<file path="src/rtl/mmio_timer_if.sv">
// rtl/mmio_timer_if.sv - core data-bus bundle between the core mem_* port and the machine timer
interface mmio_timer_if;
  logic [31:0] mem_addr;
  logic [31:0] mem_dout;
  logic        mem_read_en;
  logic        mem_write_en;
  logic [1:0]  mem_width;
  logic [31:0] rd_data;
  logic        sel;

  modport master (
    output mem_addr, mem_dout, mem_read_en, mem_write_en, mem_width,
    input  rd_data, sel
  );

  modport slave (
    input  mem_addr, mem_dout, mem_read_en, mem_write_en, mem_width,
    output rd_data, sel
  );
endinterface

</file>
<file path="src/rtl/mmio_timer.sv">
// rtl/mmio_timer.sv - memory-mapped 64-bit machine timer with prescaler, compare and sticky irq
module mmio_timer #(
  parameter logic [31:0] BASE_ADDR  = 32'hC000_0000,
  parameter int          PRESCALE_W = 16
) (
  input  logic        clk,
  input  logic        reset,
  mmio_timer_if.slave bus,
  output logic        irq
);
  localparam logic [5:0] OFF_MTIME_LO = 6'd0;
  localparam logic [5:0] OFF_MTIME_HI = 6'd1;
  localparam logic [5:0] OFF_CMP_LO   = 6'd2;
  localparam logic [5:0] OFF_CMP_HI   = 6'd3;
  localparam logic [5:0] OFF_CTRL     = 6'd4;
  localparam logic [5:0] OFF_STATUS   = 6'd5;
  localparam logic [5:0] OFF_PRESCALE = 6'd6;

  logic [63:0]           mtime_q, mtime_d, cmp_q, cmp_d;
  logic                  run_q, run_d, irq_en_q, irq_en_d, pending_q, pending_d, irq_q;
  logic [PRESCALE_W-1:0] prescale_q, prescale_d, pcnt_q, pcnt_d;
  logic [5:0]            off;
  logic                  wr_en, tick, status_clr;
  logic [31:0]           rd_word, wdata;

  // Sub-word writes merge right-aligned data into the addressed lane of the current word.
  function automatic logic [31:0] merge(input logic [31:0] old, input logic [31:0] din,
                                        input logic [1:0] width, input logic [1:0] lane);
    logic [31:0] r;
    r = old;
    case (width)
      2'b10: r = din;
      2'b01: if (lane[1]) r[31:16] = din[15:0]; else r[15:0] = din[15:0];
      2'b00: r[{lane, 3'b000} +: 8] = din[7:0];
      default: r = old;
    endcase
    return r;
  endfunction

  assign bus.sel = (bus.mem_addr[31:8] == BASE_ADDR[31:8]);
  assign off     = bus.mem_addr[7:2];
  assign wr_en   = bus.sel & bus.mem_write_en & (bus.mem_width != 2'b11);

  always_comb begin
    rd_word = '0;
    case (off)
      OFF_MTIME_LO: rd_word = mtime_q[31:0];
      OFF_MTIME_HI: rd_word = mtime_q[63:32];
      OFF_CMP_LO:   rd_word = cmp_q[31:0];
      OFF_CMP_HI:   rd_word = cmp_q[63:32];
      OFF_CTRL:     rd_word = {30'b0, irq_en_q, run_q};
      OFF_STATUS:   rd_word = {31'b0, pending_q};
      OFF_PRESCALE: rd_word = 32'(prescale_q);
      default:      rd_word = '0;
    endcase
  end

  assign bus.rd_data = (bus.sel & bus.mem_read_en) ? rd_word : '0;
  assign wdata       = merge(rd_word, bus.mem_dout, bus.mem_width, bus.mem_addr[1:0]);
  // STATUS is write-1-to-clear, so only a write whose lane covers bit 0 can clear it.
  assign status_clr  = bus.mem_dout[0] &
                       ((bus.mem_width == 2'b10) ||
                        (bus.mem_width == 2'b01 && !bus.mem_addr[1]) ||
                        (bus.mem_width == 2'b00 && bus.mem_addr[1:0] == 2'b00));

  always_comb begin
    tick       = 1'b0;
    pcnt_d     = pcnt_q;
    mtime_d    = mtime_q;
    cmp_d      = cmp_q;
    run_d      = run_q;
    irq_en_d   = irq_en_q;
    prescale_d = prescale_q;
    pending_d  = pending_q;

    if (run_q) begin
      if (pcnt_q == prescale_q) begin
        tick   = 1'b1;
        pcnt_d = '0;
      end else begin
        pcnt_d = pcnt_q + PRESCALE_W'(1);
      end
    end
    if (tick) mtime_d = mtime_q + 64'd1;

    // A bus write to either mtime half replaces the whole increment for that cycle.
    if (wr_en) begin
      case (off)
        OFF_MTIME_LO: mtime_d = {mtime_q[63:32], wdata};
        OFF_MTIME_HI: mtime_d = {wdata, mtime_q[31:0]};
        OFF_CMP_LO:   cmp_d   = {cmp_q[63:32], wdata};
        OFF_CMP_HI:   cmp_d   = {wdata, cmp_q[31:0]};
        OFF_CTRL: begin
          run_d    = wdata[0];
          irq_en_d = wdata[1];
        end
        OFF_STATUS:   if (status_clr) pending_d = 1'b0;
        OFF_PRESCALE: begin
          prescale_d = wdata[PRESCALE_W-1:0];
          pcnt_d     = '0;
        end
        default: ;
      endcase
    end

    if (run_q && (mtime_q >= cmp_q)) pending_d = 1'b1;
  end

  always_ff @(posedge clk or negedge reset) begin
    if (!reset) begin
      mtime_q    <= '0;
      cmp_q      <= '1;
      run_q      <= 1'b0;
      irq_en_q   <= 1'b0;
      pending_q  <= 1'b0;
      prescale_q <= '0;
      pcnt_q     <= '0;
      irq_q      <= 1'b0;
    end else begin
      mtime_q    <= mtime_d;
      cmp_q      <= cmp_d;
      run_q      <= run_d;
      irq_en_q   <= irq_en_d;
      pending_q  <= pending_d;
      prescale_q <= prescale_d;
      pcnt_q     <= pcnt_d;
      irq_q      <= pending_q & irq_en_q;
    end
  end

  assign irq = irq_q;
endmodule

</file>
<file path="src/flat_wrapper.sv">
// flat-port wrapper written by rule: the top's interface ports become plain ports
module mmio_timer_flat 
#(
  parameter logic [31:0] BASE_ADDR  = 32'hC000_0000,
  parameter int          PRESCALE_W = 16
)
  (clk, reset, irq, bus_mem_addr, bus_mem_dout, bus_mem_read_en, bus_mem_write_en, bus_mem_width, bus_rd_data, bus_sel);
  mmio_timer_if bus_i ();
  input  logic clk;
  input  logic reset;
  output logic irq;
  input wire logic [$bits(bus_i.mem_addr)-1:0] bus_mem_addr;
  input wire logic [$bits(bus_i.mem_dout)-1:0] bus_mem_dout;
  input wire logic [$bits(bus_i.mem_read_en)-1:0] bus_mem_read_en;
  input wire logic [$bits(bus_i.mem_write_en)-1:0] bus_mem_write_en;
  input wire logic [$bits(bus_i.mem_width)-1:0] bus_mem_width;
  output wire logic [$bits(bus_i.rd_data)-1:0] bus_rd_data;
  output wire logic [$bits(bus_i.sel)-1:0] bus_sel;
  assign bus_i.mem_addr = bus_mem_addr;
  assign bus_i.mem_dout = bus_mem_dout;
  assign bus_i.mem_read_en = bus_mem_read_en;
  assign bus_i.mem_write_en = bus_mem_write_en;
  assign bus_i.mem_width = bus_mem_width;
  assign bus_rd_data = bus_i.rd_data;
  assign bus_sel = bus_i.sel;
  mmio_timer #(.BASE_ADDR(BASE_ADDR), .PRESCALE_W(PRESCALE_W)) u_core (.clk(clk), .reset(reset), .bus(bus_i), .irq(irq));
endmodule
</file>
<file path="config.mk">
export PLATFORM = sky130hd
export DESIGN_NAME = mmio_timer_flat
export DESIGN_NICKNAME = d
export VERILOG_FILES = /design/src/rtl/mmio_timer_if.sv /design/src/rtl/mmio_timer.sv /design/src/flat_wrapper.sv
export SDC_FILE = /design/constraint.sdc
export NUM_CORES = 1
export LEC_CHECK = 0
export ABC_AREA = 1
export BUFFER_PORTS_ARGS = -buffer_cell sky130_fd_sc_hd__buf_2
export CAP_MARGIN = 0
export CORE_AREA = 2 2 191 240
export CTS_CLUSTER_SIZE = 16
export DETAILED_ROUTE_END_ITERATION = 16
export DIE_AREA = 0 0 193 242
export PLACE_DENSITY = 0.55
export SYNTH_ARGS = -nofsm -noshare
export SYNTH_HDL_FRONTEND = slang
export SYNTH_SLANG_ARGS = --single-unit
</file>
<file path="constraint.sdc">
create_clock -name clk -period 1.9 [get_ports clk]
set_input_delay 0.19 -clock clk [delete_from_list [all_inputs] [get_ports clk]]
set_output_delay 0.19 -clock clk [all_outputs]
set_load 0.01 [all_outputs]
</file>
## Word-level counts from Yosys, hierarchy flattened

Index checks and enable logic that the tools add are counted.

- Add/subtract/negate cells: 3
- Order comparisons: 1
- Eq/ne operators: 13
- Shifts and indexed selects: 2
- Multiplexer cells: 20
- Bitwise operators: 7
- Reduce and logical (&&, ||, !) cells: 17

Operator list:

| operator | count |
|---|---|
| case mux 64 bit (2 select lines) | 2 |
| case mux 32 bit (7 select lines) | 1 |
| two-way mux 64 bit | 2 |
| two-way mux 16 bit | 6 |
| case mux 32 bit (3 select lines) | 1 |
| adder 64 x 1 -> 64 bit (second input constant) | 1 |
| >= comparator 64 bit | 1 |
| bitwise mux 32 bit | 1 |
| two-way mux 32 bit | 1 |
| variable shift 8 x 7 -> 32 bit (first input constant) | 1 |
| indexed part select 8 x 7 -> 32 bit | 1 |
| == test 24 bit (second input constant) | 1 |
| == test 6 x 3 -> 1 bit (second input constant) | 3 |
| adder 16 x 1 -> 16 bit (second input constant) | 1 |
| == test 16 bit | 1 |
| == test 6 x 2 -> 1 bit (second input constant) | 2 |
| AND reduction 3 bit | 3 |
| negation 5 -> 7 bit | 1 |
| == test 6 x 1 -> 1 bit (second input constant) | 1 |
| zero test 6 bit | 1 |
| two-way mux 1 bit | 6 |
| != test 2 bit (second input constant) | 3 |
| nonzero test 2 bit | 3 |
| AND 1 bit | 5 |
| other kinds (8) | 14 |

- Register bits after elaboration: 164
- Input port bits: 70
- Output and inout bits: 34
- Word-level logic and storage cells: 73

## Depth between registers and ports, before layout

- Word-level depth: 9
- Gate-level depth with buffers: 15
- Mapped depth without buffers: 15

## Least setup slack after synthesis

No wires, ideal clock.

- Path type: register to register
- From: register u_core.mtime_q[0]
- To: register u_core.mtime_q[46]
- Setup time: 0.113 ns
- Data arrival time: 1.802 ns
- Required time: 1.787 ns
- Path slack: -0.015 ns
- Cell stages (with the launch flop): 15
- Path buffers: 0
- Period minus slack after synthesis: 1.915 ns
- Path through: dfrtp_1 > ha_1 > nand3_1 > nor2_1 > inv_1 > nor2_1 > nand3_1 > nand2_1 > nand2_1 > nand2_1 > nand2_1 > nand2_1 > nand3_1 > nand2_1 > inv_1

- Longest elaborated chain between the ends: 4

RTL lines:

| what | line | RTL |
|---|---|---|
| start: declaration | mmio_timer.sv:19 | `logic [63:0] mtime_q, mtime_d, cmp_q, cmp_d;` |
| start signal: assignment | mmio_timer.sv:120 | `mtime_q <= mtime_d;` |
| adder 64 x 1 -> 64 bit (*) | mmio_timer.sv:84 | `if (tick) mtime_d = mtime_q + 64'd1;` |
| two-way mux 64 bit (*) | mmio_timer.sv:84 |  |
| case mux 64 bit (2 select lines) | mmio_timer.sv:88 | `case (off)` |
| two-way mux 64 bit (*) | mmio_timer.sv:87 | `if (wr_en) begin` |

Every way passes the cells marked *; elsewhere a longest branch is shown, timed or not.
A chain may end at the register's enable or synchronous reset.

## Final worst setup path

- From: register u_core.prescale_q[7]
- To: register u_core.mtime_q[3]

- Longest elaborated chain between the ends: 6

RTL lines:

| what | line | RTL |
|---|---|---|
| start: declaration | mmio_timer.sv:21 | `logic [PRESCALE_W-1:0] prescale_q, prescale_d, pcnt_q, pcnt_d;` |
| start signal: assignment | mmio_timer.sv:125 | `prescale_q <= prescale_d;` |
| == test 16 bit (*) | mmio_timer.sv:77 | `if (pcnt_q == prescale_q) begin` |
| two-way mux 1 bit (*) | mmio_timer.sv:77 |  |
| two-way mux 1 bit (*) | mmio_timer.sv:76 | `if (run_q) begin` |
| two-way mux 64 bit (*) | mmio_timer.sv:84 |  |
| case mux 64 bit (2 select lines) | mmio_timer.sv:88 |  |
| two-way mux 64 bit (*) | mmio_timer.sv:87 |  |

Marks and branches as above.

==> out/results.txt <==
The detailed router placed 18,298 vias in this run. The run gives 46,700 µm² as the full die area. The congestion estimate from routability-driven global placement came to 1.02. On the final layout, the worst clock skew is 12.0 ps.

Launch instance of the worst register-to-register path: u_core.prescale_q[7]. Library cell occupying the most area in the post-synthesis netlist: sky130_fd_sc_hd__nand2_1. The overflow left after global routing came out at 0. Global routing consumed, on the met3 layer, 4.26% of the routing resources. Setup repair after global routing could not meet its margin everywhere. The total negative slack for setup checks came out at -6840 ps.

The worst hold path terminates at u_core.pending_q. The kind of capture point of the worst setup path is a flip-flop. The effective utilization at floorplan was 32.5%. The tools report the number of global-route vias before repair as 18,227. The synthesized netlist cell count is 2,380.

The path category of the worst min-delay check was input port to flip-flop. Per report_power, the sequential group accounts for 42.2% of the total. Capturing point of the worst reg2reg path: u_core.mtime_q[3].

The critical-path maximum fanout was 7. By count the netlist is led by 836 x sky130_fd_sc_hd__nand2_1, 294 x sky130_fd_sc_hd__nor2_1, 268 x sky130_fd_sc_hd__inv_1. The most used flip-flop cell after synthesis is sky130_fd_sc_hd__dfrtp_1. Dividing the detail-routed via count by the number of cells gives 5.19. The switching share of power is 29.5%, and the met2 layer usage reported by global route is 54.9%.

Based on the critical path, the design can be clocked at up to 483 MHz. Clock tree synthesis selected as its root buffer the cell sky130_fd_sc_hd__clkbuf_16. The violation count after the first detailed-routing iteration is 1,290, and the number of hold violations in the final report is 0.

The final-stage net count came out at 3,073. The largest net degree at the start of global routing was 50; the cell depth of the worst min-delay path was 4. Data on the critical path arrives at its endpoint at 2480 ps.

In the global route stage, met1 resource usage came out at 36.4%. STA classifies the critical path startpoint as a flip-flop. The routed length per placed instance came out at 21.5 µm. On the critical path, the stage with the largest delay is an instance of sky130_fd_sc_hd__dfrtp_2. Averaged over all synthesized cells, the footprint is 6.10 µm².

The final design utilization was 49.3%; the remaining design rule violation count was 0. When the netlist entered floorplanning its net count stood at 2,521. By area the synthesized netlist is led by sky130_fd_sc_hd__nand2_1 22%, sky130_fd_sc_hd__dfrtp_1 17%, sky130_fd_sc_hd__dfstp_2 12%. The tools report the buffer depth of the longest clock path as 2. Traced cell by cell, the critical path runs through xor2_2 > nor2_1 > nand2_2 > nor2_4 > nand2_2 > nor2_4 > buf_12 > buf_12 > buf_6 > nand3_1 > o21ai_1 > nand2_1 > nand2_1. The final period demand of the worst path was 2070 ps. Once detailed placement completed, the half-perimeter wirelength came to 59,100 µm. Of the synthesized area, sequential elements account for 28.8%. The tools report the number of max-slew violations in the final report as 0. Delay of the slowest cell on the worst path: 440 ps.

For the worst flop-to-flop path, the logic depth is 13. Layer with the highest usage after global routing: met2. The distinct cell type count after synthesis came out at 40.

The floorplan has 87 rows. The vertical die dimension is 242 µm. In this run the power density over the cells is 376 nW/µm². After floorplanning, the core was sized to cover 44,600 µm². The multi-input combinational cells in the finished layout cover a total of 10,100 µm². For the overall fraction of global-route tracks in use, the log shows 32.0%. The critical path is of the flip-flop to flip-flop type.

At the pin with the least slew margin, the transition time is 606 ps. Relative to the synthesized area, the layout overhead comes to 51.7%. Dividing the final minimum period by the clock period gives 109%. Relative contribution of the clock network to total power: 43.9%.

The cell-internal power was 5.83 mW. The worst hold path begins at bus_mem_dout[0]. Final wirelength: 75,700 µm.

The floorplan step set the die width to 193 µm. Clock tree synthesis found a total of 164 sinks. For the post-route worst setup slack, the log shows -171 ps. Measured against its own limit, the worst slew margin works out to 59.6%. Before antenna repair, the detailed router went through 6 iterations. In this run the static leakage power is 11.0 nW. In this run, placement finished with an instance count of 3,442. For this design the top-level I/O count stands at 104. The tools report the mapped cell area as 14,500 µm². For the largest voltage drop on the vdd net, the log shows 0.000664 V. The flip-flop and latch count after synthesis works out to 164.

The initial antenna violation count came out at 0. The total of max-cap violations is 0. TritonCTS built the clock tree. The CTS clock-pin slew for the worst setup and hold paths came out at 80 ps. Clock tree synthesis inserted a total of 17 buffers. The run finished, with violations left. The fill cell total of the finished layout was 4,580. The portion of synthesized cell area occupied by the leading cell type was 21.6%. Excluding fillers, the count of instances in the completed layout stands at 3,523. In this run, synthesis inferred 0 flip-flops with an integrated enable.

The count of nets left with antenna violations after detail routing was 0. The run gives 2310 ps as the required arrival time at the worst endpoint. The checks that failed: negative setup slack. During placement, the flow inserted port buffers numbering 103.

Summing all flip-flop and latch instances after layout gives 4230 µm². In this run the number of H-tree levels came out at 4. Number of warning messages in the yosys log: 0. Counting flops with an async set or reset pin after synthesis yields a share of 100%. Summed over all nets, the switching power comes to 2.44 mW. 0 antenna diodes ended up in the layout. At the later pin of the worst-skew pair, clock insertion delay measures 470 ps. The logs give -170 ps for the worst reg-to-reg setup slack and 110,000 µm for the global-route wire length before repair.

The share of total power in combinational logic came out at 13.8%. The most instantiated library cell after synthesis is sky130_fd_sc_hd__nand2_1. The post-route netlist has 35.0% of its cells at a drive strength greater than 1. The setup-violating endpoint count in the final report is 72.
## power by group through the flow
| stage | logic, mW | clock network [mW] | registers [mW] |
|---|---|---|---|
| final | 1.14 | 3.64 | 3.50 |
| after global routing | 1.22 | 3.81 | 3.49 |
| after CTS | 1.11 | 3.67 | 3.50 |
| after detailed placement | 1.07 | 0 | 3.56 |
| after global placement | 1.07 | 0 | 3.56 |
| after floorplan | 0.356 | 0 | 3.56 |
## final cells by class
type                            instances  area share (%)
Clock inverter                         12           0.540
Tap cell                              578            3.29
Inverter                              280            4.86
Timing Repair Buffer                  618            24.4
Clock buffer                           20            2.07
Sequential cell                       164            19.2
Multi-Input combinational cell       1851            45.7
## sequential cells by signal (all words and copies together) (netlist names)
signal	flops
u_core.cmp_q	64
u_core.irq	1
u_core.irq_en_q	1
u_core.mtime_q	64
u_core.pcnt_q	16
u_core.pending_q	1
u_core.prescale_q	16
u_core.run_q	1
## critical path: cells and delay by family, from the launching register on
kind | cells | cell delay (ps)
AO/OA/AOI/OAI | 1 | 160
XOR/XNOR | 1 | 170
buffers and inverters | 3 | 450
flip-flops | 1 | 440
AND/OR/NAND/NOR | 8 | 770
## metrics by stage
stage | setup WS (ps) | hold WS [ps] | area (µm²) | power (mW)
global placement | -472 | 211 | 19300 | 4.63
finish | -171 | 138 | 22000 | 8.28
global route | -267 | 140 | 22000 | 8.52
CTS | -187 | 112 | 21000 | 8.27
detailed placement | -415 | 207 | 19300 | 4.63
floorplan | -14.9 | -106 | 14500 | 3.92
## cells in the final DEF, fill, tap and decap left out, types with 5 or more instances in the layout
cell / instances
sky130_fd_sc_hd__nand2_1: 787
sky130_fd_sc_hd__buf_4: 410
sky130_fd_sc_hd__inv_1: 231
sky130_fd_sc_hd__nor2_1: 224
sky130_fd_sc_hd__nand3_1: 151
sky130_fd_sc_hd__o21ai_0: 114
sky130_fd_sc_hd__buf_2: 92
sky130_fd_sc_hd__nand4_1: 76
sky130_fd_sc_hd__dfrtp_1: 67
sky130_fd_sc_hd__dfstp_2: 64
sky130_fd_sc_hd__ha_1: 60
sky130_fd_sc_hd__buf_6: 57
sky130_fd_sc_hd__nor2_2: 56
sky130_fd_sc_hd__a21oi_1: 55
sky130_fd_sc_hd__xor2_1: 49
sky130_fd_sc_hd__inv_2: 45
sky130_fd_sc_hd__nand2_2: 45
sky130_fd_sc_hd__buf_12: 42
sky130_fd_sc_hd__o21ai_1: 34
sky130_fd_sc_hd__dfrtp_2: 33
sky130_fd_sc_hd__a21oi_2: 29
sky130_fd_sc_hd__nor2_4: 28
sky130_fd_sc_hd__nor3_1: 24
sky130_fd_sc_hd__clkbuf_16: 22
sky130_fd_sc_hd__o21ai_2: 17
sky130_fd_sc_hd__ha_4: 11
sky130_fd_sc_hd__xnor2_1: 9
sky130_fd_sc_hd__o211ai_1: 8
sky130_fd_sc_hd__o21ai_4: 7
sky130_fd_sc_hd__a31oi_4: 7
sky130_fd_sc_hd__nand2_4: 6
sky130_fd_sc_hd__nand3_2: 6
sky130_fd_sc_hd__buf_8: 6
sky130_fd_sc_hd__nand3b_1: 5
sky130_fd_sc_hd__o22ai_4: 5
## routing by layer
| layer | vias up | part of all wire, % |
|---|---|---|
| met1 | 8711 | 38 |
| met5 | - | 0 |
| met3 | 228 | 4.8 |
| met2 | 629 | 49 |
| li1 | 8730 | - |
| met4 | 0 | 8.5 |
## worst max path at each step
stage / from / end / slack (ps)
floorplan: u_core.mtime_q[0] / u_core.mtime_q[46] / -10
global placement: bus_mem_addr[3] / u_core.mtime_q[2] / -470
detailed placement: bus_mem_addr[3] / u_core.mtime_q[34] / -420
CTS: u_core.prescale_q[7] / u_core.mtime_q[21] / -190
global route: u_core.mtime_q[37] / u_core.pending_q / -270
finish: u_core.prescale_q[7] / u_core.mtime_q[3] / -170
## cells by family (layout without fill, tap and decap cells)
family,after synthesis,in the layout,synth area share (%)
AND/OR/NAND/NOR,1428,1428,40.9
AO/OA/AOI/OAI,292,292,10.6
XOR/XNOR,60,60,3.62
adder cells (fa/ha/maj),71,71,6.12
buffers and inverters,365,930,9.92
flip-flops,164,164,28.8
## repair_timing
item | in CTS | in global routing
setup endpoints to repair | 112 | 110
cloned | 5 | 5
hold buffers | 1 | 0
resized for setup | 264 | 199
buffers inserted | 36 | 25
endpoints found under the hold margin | 32 | 0
pin swaps | 107 | 90
(Power assumes the default switching activity.)
